==> src/rtl/pipe_adder.sv <==
// rtl/pipe_adder.sv - carry-chunked pipelined adder/subtractor with valid/ready flow control
// Each rank adds one CHUNK of the operands; unused operand bits and finished sum bits ride along.
module pipe_adder #(
   parameter int WIDTH  = 8,
   parameter int STAGES = 2
) (
   input  logic             clk,
   input  logic             rst_n,
   input  logic [WIDTH-1:0] a,
   input  logic [WIDTH-1:0] b,
   input  logic             cin,
   input  logic             sub,
   input  logic             in_valid,
   output logic             in_ready,
   output logic [WIDTH-1:0] s,
   output logic             cout,
   output logic             ovf,
   output logic             zero,
   output logic             out_valid,
   input  logic             out_ready
);

   localparam int CHUNK = WIDTH / ((STAGES < 1) ? 1 : STAGES);

   if (STAGES < 1 || STAGES > WIDTH || (WIDTH % ((STAGES < 1) ? 1 : STAGES)) != 0) begin : g_param_check
      $error("pipe_adder: STAGES must be in 1..WIDTH and divide WIDTH");
   end

   logic             en;
   logic [WIDTH-1:0] s_q;
   logic             cout_q;
   logic             ovf_q;
   logic             zero_q;
   logic             vld_q;

   assign en        = !out_valid || out_ready;
   assign in_ready  = en;
   assign s         = s_q;
   assign cout      = cout_q;
   assign ovf       = ovf_q;
   assign zero      = zero_q;
   assign out_valid = vld_q;

   for (genvar k = 0; k < STAGES; k++) begin : g_rank
      // Rank k sees only the operand bits not yet consumed and the sum bits already produced.
      localparam int HW = WIDTH - k * CHUNK;
      localparam int LW = k * CHUNK;

      logic [HW-1:0]       a_i;
      logic [HW-1:0]       b_i;
      logic                c_i;
      logic                v_i;
      logic [CHUNK:0]      sum;
      logic [LW+CHUNK-1:0] s_nx;

      assign sum = {1'b0, a_i[CHUNK-1:0]} + {1'b0, b_i[CHUNK-1:0]} + {{CHUNK{1'b0}}, c_i};

      if (k == 0) begin : g_src
         assign a_i  = a;
         assign b_i  = sub ? ~b : b;
         assign c_i  = cin ^ sub;
         assign v_i  = in_valid;
         assign s_nx = sum[CHUNK-1:0];
      end else begin : g_chain
         assign a_i  = g_rank[k-1].g_fwd.a_r;
         assign b_i  = g_rank[k-1].g_fwd.b_r;
         assign c_i  = g_rank[k-1].g_fwd.c_r;
         assign v_i  = g_rank[k-1].g_fwd.v_r;
         assign s_nx = {sum[CHUNK-1:0], g_rank[k-1].g_fwd.s_r};
      end

      if (k < STAGES - 1) begin : g_fwd
         logic [HW-CHUNK-1:0] a_r;
         logic [HW-CHUNK-1:0] b_r;
         logic [LW+CHUNK-1:0] s_r;
         logic                c_r;
         logic                v_r;

         always_ff @(posedge clk or negedge rst_n) begin
            if (!rst_n) begin
               a_r <= '0;
               b_r <= '0;
               s_r <= '0;
               c_r <= 1'b0;
               v_r <= 1'b0;
            end else if (en) begin
               a_r <= a_i[HW-1:CHUNK];
               b_r <= b_i[HW-1:CHUNK];
               s_r <= s_nx;
               c_r <= sum[CHUNK];
               v_r <= v_i;
            end
         end
      end else begin : g_out
         // Final rank holds the top chunk, whose MSBs decide signed overflow.
         always_ff @(posedge clk or negedge rst_n) begin
            if (!rst_n) begin
               s_q    <= '0;
               cout_q <= 1'b0;
               ovf_q  <= 1'b0;
               zero_q <= 1'b0;
               vld_q  <= 1'b0;
            end else if (en) begin
               s_q    <= s_nx;
               cout_q <= sum[CHUNK];
               ovf_q  <= (a_i[HW-1] == b_i[HW-1]) && (s_nx[WIDTH-1] != a_i[HW-1]);
               zero_q <= (s_nx == '0);
               vld_q  <= v_i;
            end
         end
      end
   end

endmodule

==> config.mk <==
export PLATFORM = sky130hd
export DESIGN_NAME = pipe_adder
export DESIGN_NICKNAME = d
export VERILOG_FILES = /design/src/rtl/pipe_adder.sv
export SDC_FILE = /design/constraint.sdc
export NUM_CORES = 1
export LEC_CHECK = 0
export ABC_CLOCK_PERIOD_IN_PS = 1900
export CORE_MARGIN = 2
export CORE_UTILIZATION = 47
export CTS_CLUSTER_DIAMETER = 60
export DETAILED_ROUTE_END_ITERATION = 16
export PLACE_DENSITY = 0.78
export SETUP_SLACK_MARGIN = 0.05
export SLEW_MARGIN = 20
export SYNTH_ARGS = -nofsm -noshare
export SYNTH_HDL_FRONTEND = slang
export SYNTH_SLANG_ARGS = --single-unit
==> constraint.sdc <==
create_clock -name clk -period 1.9 [get_ports clk]
set_input_delay 0.19 -clock clk [delete_from_list [all_inputs] [get_ports clk]]
set_output_delay 0.19 -clock clk [all_outputs]
set_load 0.005 [all_outputs]
; Word level (Yosys, flattened, before mapping)
; Index checks and enable logic that the tools add are counted.
[word_totals]
elab_cells = 23
ramBits = 0
mem_bits_ro = 0
output_inout_bits = 13
n_memories = 0
reg_bits = 26
latchBits = 0
[op_classes]
n_addsub = 4
n_shift = 0
n_div = 0
n_reduce_logical = 4
n_mux = 1
multipliers = 0
eq_ne = 2
bitwise = 2
order_cmp = 0
[ops]
columns = cell, n
row1 = adder 4 x 4 -> 5 bit, 2
row2 = adder 5 x 1 -> 5 bit, 2
row3 = logical NOT 8 bit, 1
row4 = two-way mux 8 bit, 1
row5 = NOT 8 bit, 1
row6 = == test 1 bit, 1
row7 = logical AND 1 bit, 1
row8 = logical NOT 1 bit, 1
row9 = logical OR 1 bit, 1
row10 = != test 1 bit, 1
row11 = XOR 1 bit, 1

; Longest topological paths before layout
[depth]
ltp_word = 4
depth_mapped = 7

; Worst setup path after synthesis
; Ideal clock, no wire load.
[synth_path]
kind = input port to flip-flop
from = input sub
to = register g_rank[0].g_fwd.c_r
cell_stages = 7
n_path_buf = 1
setup_slack_ns = 0.009
arrival_time_ns = 1.753
required_time_ns = 1.761
path_cell_list = buf_2 > xor2_1 > fa_1 > fa_1 > a21o_1 > a21oi_1 > a21oi_1
[synth_via]
elab_chain_cells = 3
[synth_rtl]
columns = element, line_no
row1 = "start, declared", 12  ; input logic sub,
row2 = two-way mux 8 bit, 60  ; assign b_i = sub ? ~b : b;
row3 = adder 4 x 4 -> 5 bit, 56  ; assign sum = {1'b0, a_i[CHUNK-1:0]} + {1'b0, b_i[CHUNK-1:0]} + {{CHUNK{1'b0}}, c_i};
row4 = adder 5 x 1 -> 5 bit (*), 56
row5 = "end signal, assigned", 90  ; c_r <= sum[CHUNK];
row6 = "end, declared", 76  ; logic c_r;
; Every way passes the cells marked *; elsewhere a longest branch is shown, timed or not.
; A chain may end at the register's enable or synchronous reset.

; Worst setup path in the final report
[layout_path]
from = input b[0]
to = register g_rank[0].g_fwd.c_r
[layout_via]
elab_chain_cells = 4
[layout_rtl]
columns = element, line_no
row1 = "start, declared", 10  ; input logic [WIDTH-1:0] b,
row2 = NOT 8 bit, 60
row3 = two-way mux 8 bit (*), 60
row4 = adder 4 x 4 -> 5 bit (*), 56
row5 = adder 5 x 1 -> 5 bit (*), 56
; Marked as above.

==> results.ini <==
[detailed_routing]
via_per_inst = 5.06
route.detailed.wl_per_inst_um = 12.0
vias = 1042
drt_iter0_drc = 39
drc = 0
ant_nets = 0
drtPass1Iterations = 4
drt-total-wl_mm = 2.47

[yosys]
ys_ff_latch = 26
synth_seq_area_share_pct = 49.4
yosysUniqueCellTypes = 20
synth_warnings = 0
synth_area_um2 = 1320
syn-num-nets = 165
synthCells = 133
avgSynthCellArea_um2 = 9.91

[critical_path]
critPathSlowestCell = fa_1
critPathLaunchType = input pin
cpPeakStageDelay_ns = 0.45
crit_required_ns = 2.13
path_max_fanout = 2
criticalPathCategory = input pin to flop
cp.arrival_ns = 2.00
cp_common_cell = a21oi_1
cp-end-kind = flop
crit_family = adder cells
cp_num_cells = 7
path_cells = clkdlybuf4s50_1 -> xor2_1 -> fa_1 -> fa_2 -> a21o_1 -> a21oi_1 -> a21oi_1
crit_buf_inv = 1
ff2ff_path_depth = 6

[global_routing]
gr-total-overflow = 0
grt-busiest-layer = met2
globalRouteMet1Util_pct = 20.6
grt_pass1_wl_mm = 4.26
grt_pass1_vias = 1006
grt_max_degree = 29
grtUsageMet2_pct = 28.6
antenna_found_initial = 0
grtUsageMet3_pct = 1.81
grt_use_total_pct = 16.7

[worst_hold_path]
min_path_type = input pin to asynchronous set/reset pin

[final_layout]
syn2layout_area_growth_pct = 36.7
layout_common_cells = nand2_1 (43), clkdlybuf4s50_1 (33), dfrtp_1 (26)
nNetsFinal = 208
fin_area_um2 = 1800
drive_above_1_share_pct = 12.6
n_fill_cell = 220
diodes = 0
mostFrequentLayoutCell = nand2_1
post-route-util_pct = 66.4

[power]
irDropWorstVdd_mv = 0.636
powerDensity_nw_per_um2 = 981
leakage_nw = 0.840

[sta]
drv_slew = 0
setup_viol_count_final = 0
fin_crit_sh_pct = 93.1
fin_ws_ns = 0.131
clock_skew_ns = 0.0106
max_freq_ghz = 0.565
rsz0062_at_grt = false
hold_viol = 0
worst_pin_slew_ns = 0.328
period_minus_slack_ns = 1.77
slew_headroom_pct = 78.2

[placement]
port_buffers = 34
place_ws_ns = -0.346
place_area_um2 = 1740
place_hpwl_mm = 1.91
gp_congestion = 0.777

[cts]
root_buffer = clkbuf_4
htreeDepth = 1
clk_latency_ns = 0.34
clk_pin_slew_ns = 0.15
numCtsBuffers = 3
clockBufferDepth = 2
cts_sinks = 26
cts_tree = done
holdBufCountCts = 0

[floorplanning]
die_w_um = 56.9
fp-row-count = 19
core_um2 = 2710
die_area_um2 = 3240
die_y_um = 56.9
initial_core_util_pct = 48.6
io_pins = 35

[outcome]
status = finished clean

[job]
max_cap_viol_count = 0

[cells in the mapped netlist (all sizes together)]
cell     n  area [um^2]
a21oi    6         41.3
o21ai    9         45.0
xnor2    5         43.8
inv      4         15.0
nor2b    2         12.5
nand2   43          161
mux2     1         11.3
nand2b   1         6.26
buf      6         28.8
ha       6         75.1
o31ai    2         15.0
a21o     3         22.5
fa       4         80.1
dfrtp   26          651
nand4b   1         8.76
nor4     1         6.26
xor2     9         78.8
nor2     4         15.0
[layer usage]
metal	share of wire, %	wire length [um]
met5	0	0
met4	2.4	59
met3	5.1	125
met2	49	1210
met1	43	1070
[layout make-up]
type	count	area, um^2	area share [%]
multi-input combinational	97	646	35.9
inverter	4	15.0	0.834
sequential	26	651	36.1
tap	31	38.8	2.15
clock buffer	4	36.3	2.02
timing repair buffer	44	414	23.0
[per-stage QoR]
stage          setup TNS, ns  hold WS (ns)  instances  power (mW)
2_1_floorplan              0        -0.106        133        1.12
3_3_place_gp          -0.795         0.442        201        1.44
3_5_place_dp           -1.02         0.454        201        1.47
4_1_cts                    0         0.212        205        1.75
5_1_grt                    0         0.246        206        1.88
6_report                   0         0.194        206        1.77
[report_power, final]
part	total, mW	leakage [nW]	internal (mW)	switching, mW
sequential	0.788	0.313	0.700	0.0887
combinational	0.690	0.506	0.398	0.291
clock	0.288	0.0210	0.118	0.171
total	1.77	0.840	1.22	0.551
[cells by family (layout without fill, tap and decap cells)]
| group | count (synthesis) | in the layout | share of synthesized area, % |
|---|---|---|---|
| AND/OR/NAND/NOR | 52 | 52 | 16.0 |
| buffers and inverters | 10 | 52 | 3.32 |
| flip-flops | 26 | 26 | 49.4 |
| multiplexers | 1 | 1 | 0.855 |
| XOR/XNOR | 14 | 14 | 9.31 |
| AO/OA/AOI/OAI | 20 | 20 | 9.40 |
| adder cells (fa/ha/maj) | 10 | 10 | 11.8 |
[state kept, by name (all words and copies together) (netlist names)]
name,flops
g_rank.g_fwd.v_r,1
zero,1
ovf,1
out_valid,1
cout,1
g_rank.g_fwd.s_r,4
g_rank.g_fwd.c_r,1
g_rank.g_fwd.a_r,4
g_rank.g_fwd.b_r,4
s,8
[final timing paths]
path	end	start	slack [ns]
max in group asynchronous	s[0]	rst_n	1.44
max	g_rank[0].g_fwd.c_r	b[0]	0.13
min	out_valid	rst_n	0.19
min in group clk	g_rank[0].g_fwd.a_r[2]	a[6]	0.37
min reg2reg	s[3]	s[3]	0.48
max reg2reg	zero	g_rank[0].g_fwd.a_r[0]	0.18
[timing repair]
action | 4_1_cts | 5_1_grt
pin swaps | 0 | 1
resized for setup | 1 | 4
hold endpoints to repair | 0 | 0
endpoints found under the setup margin | 1 | 1
buffers inserted | 0 | 1
(Power assumes the default switching activity.)
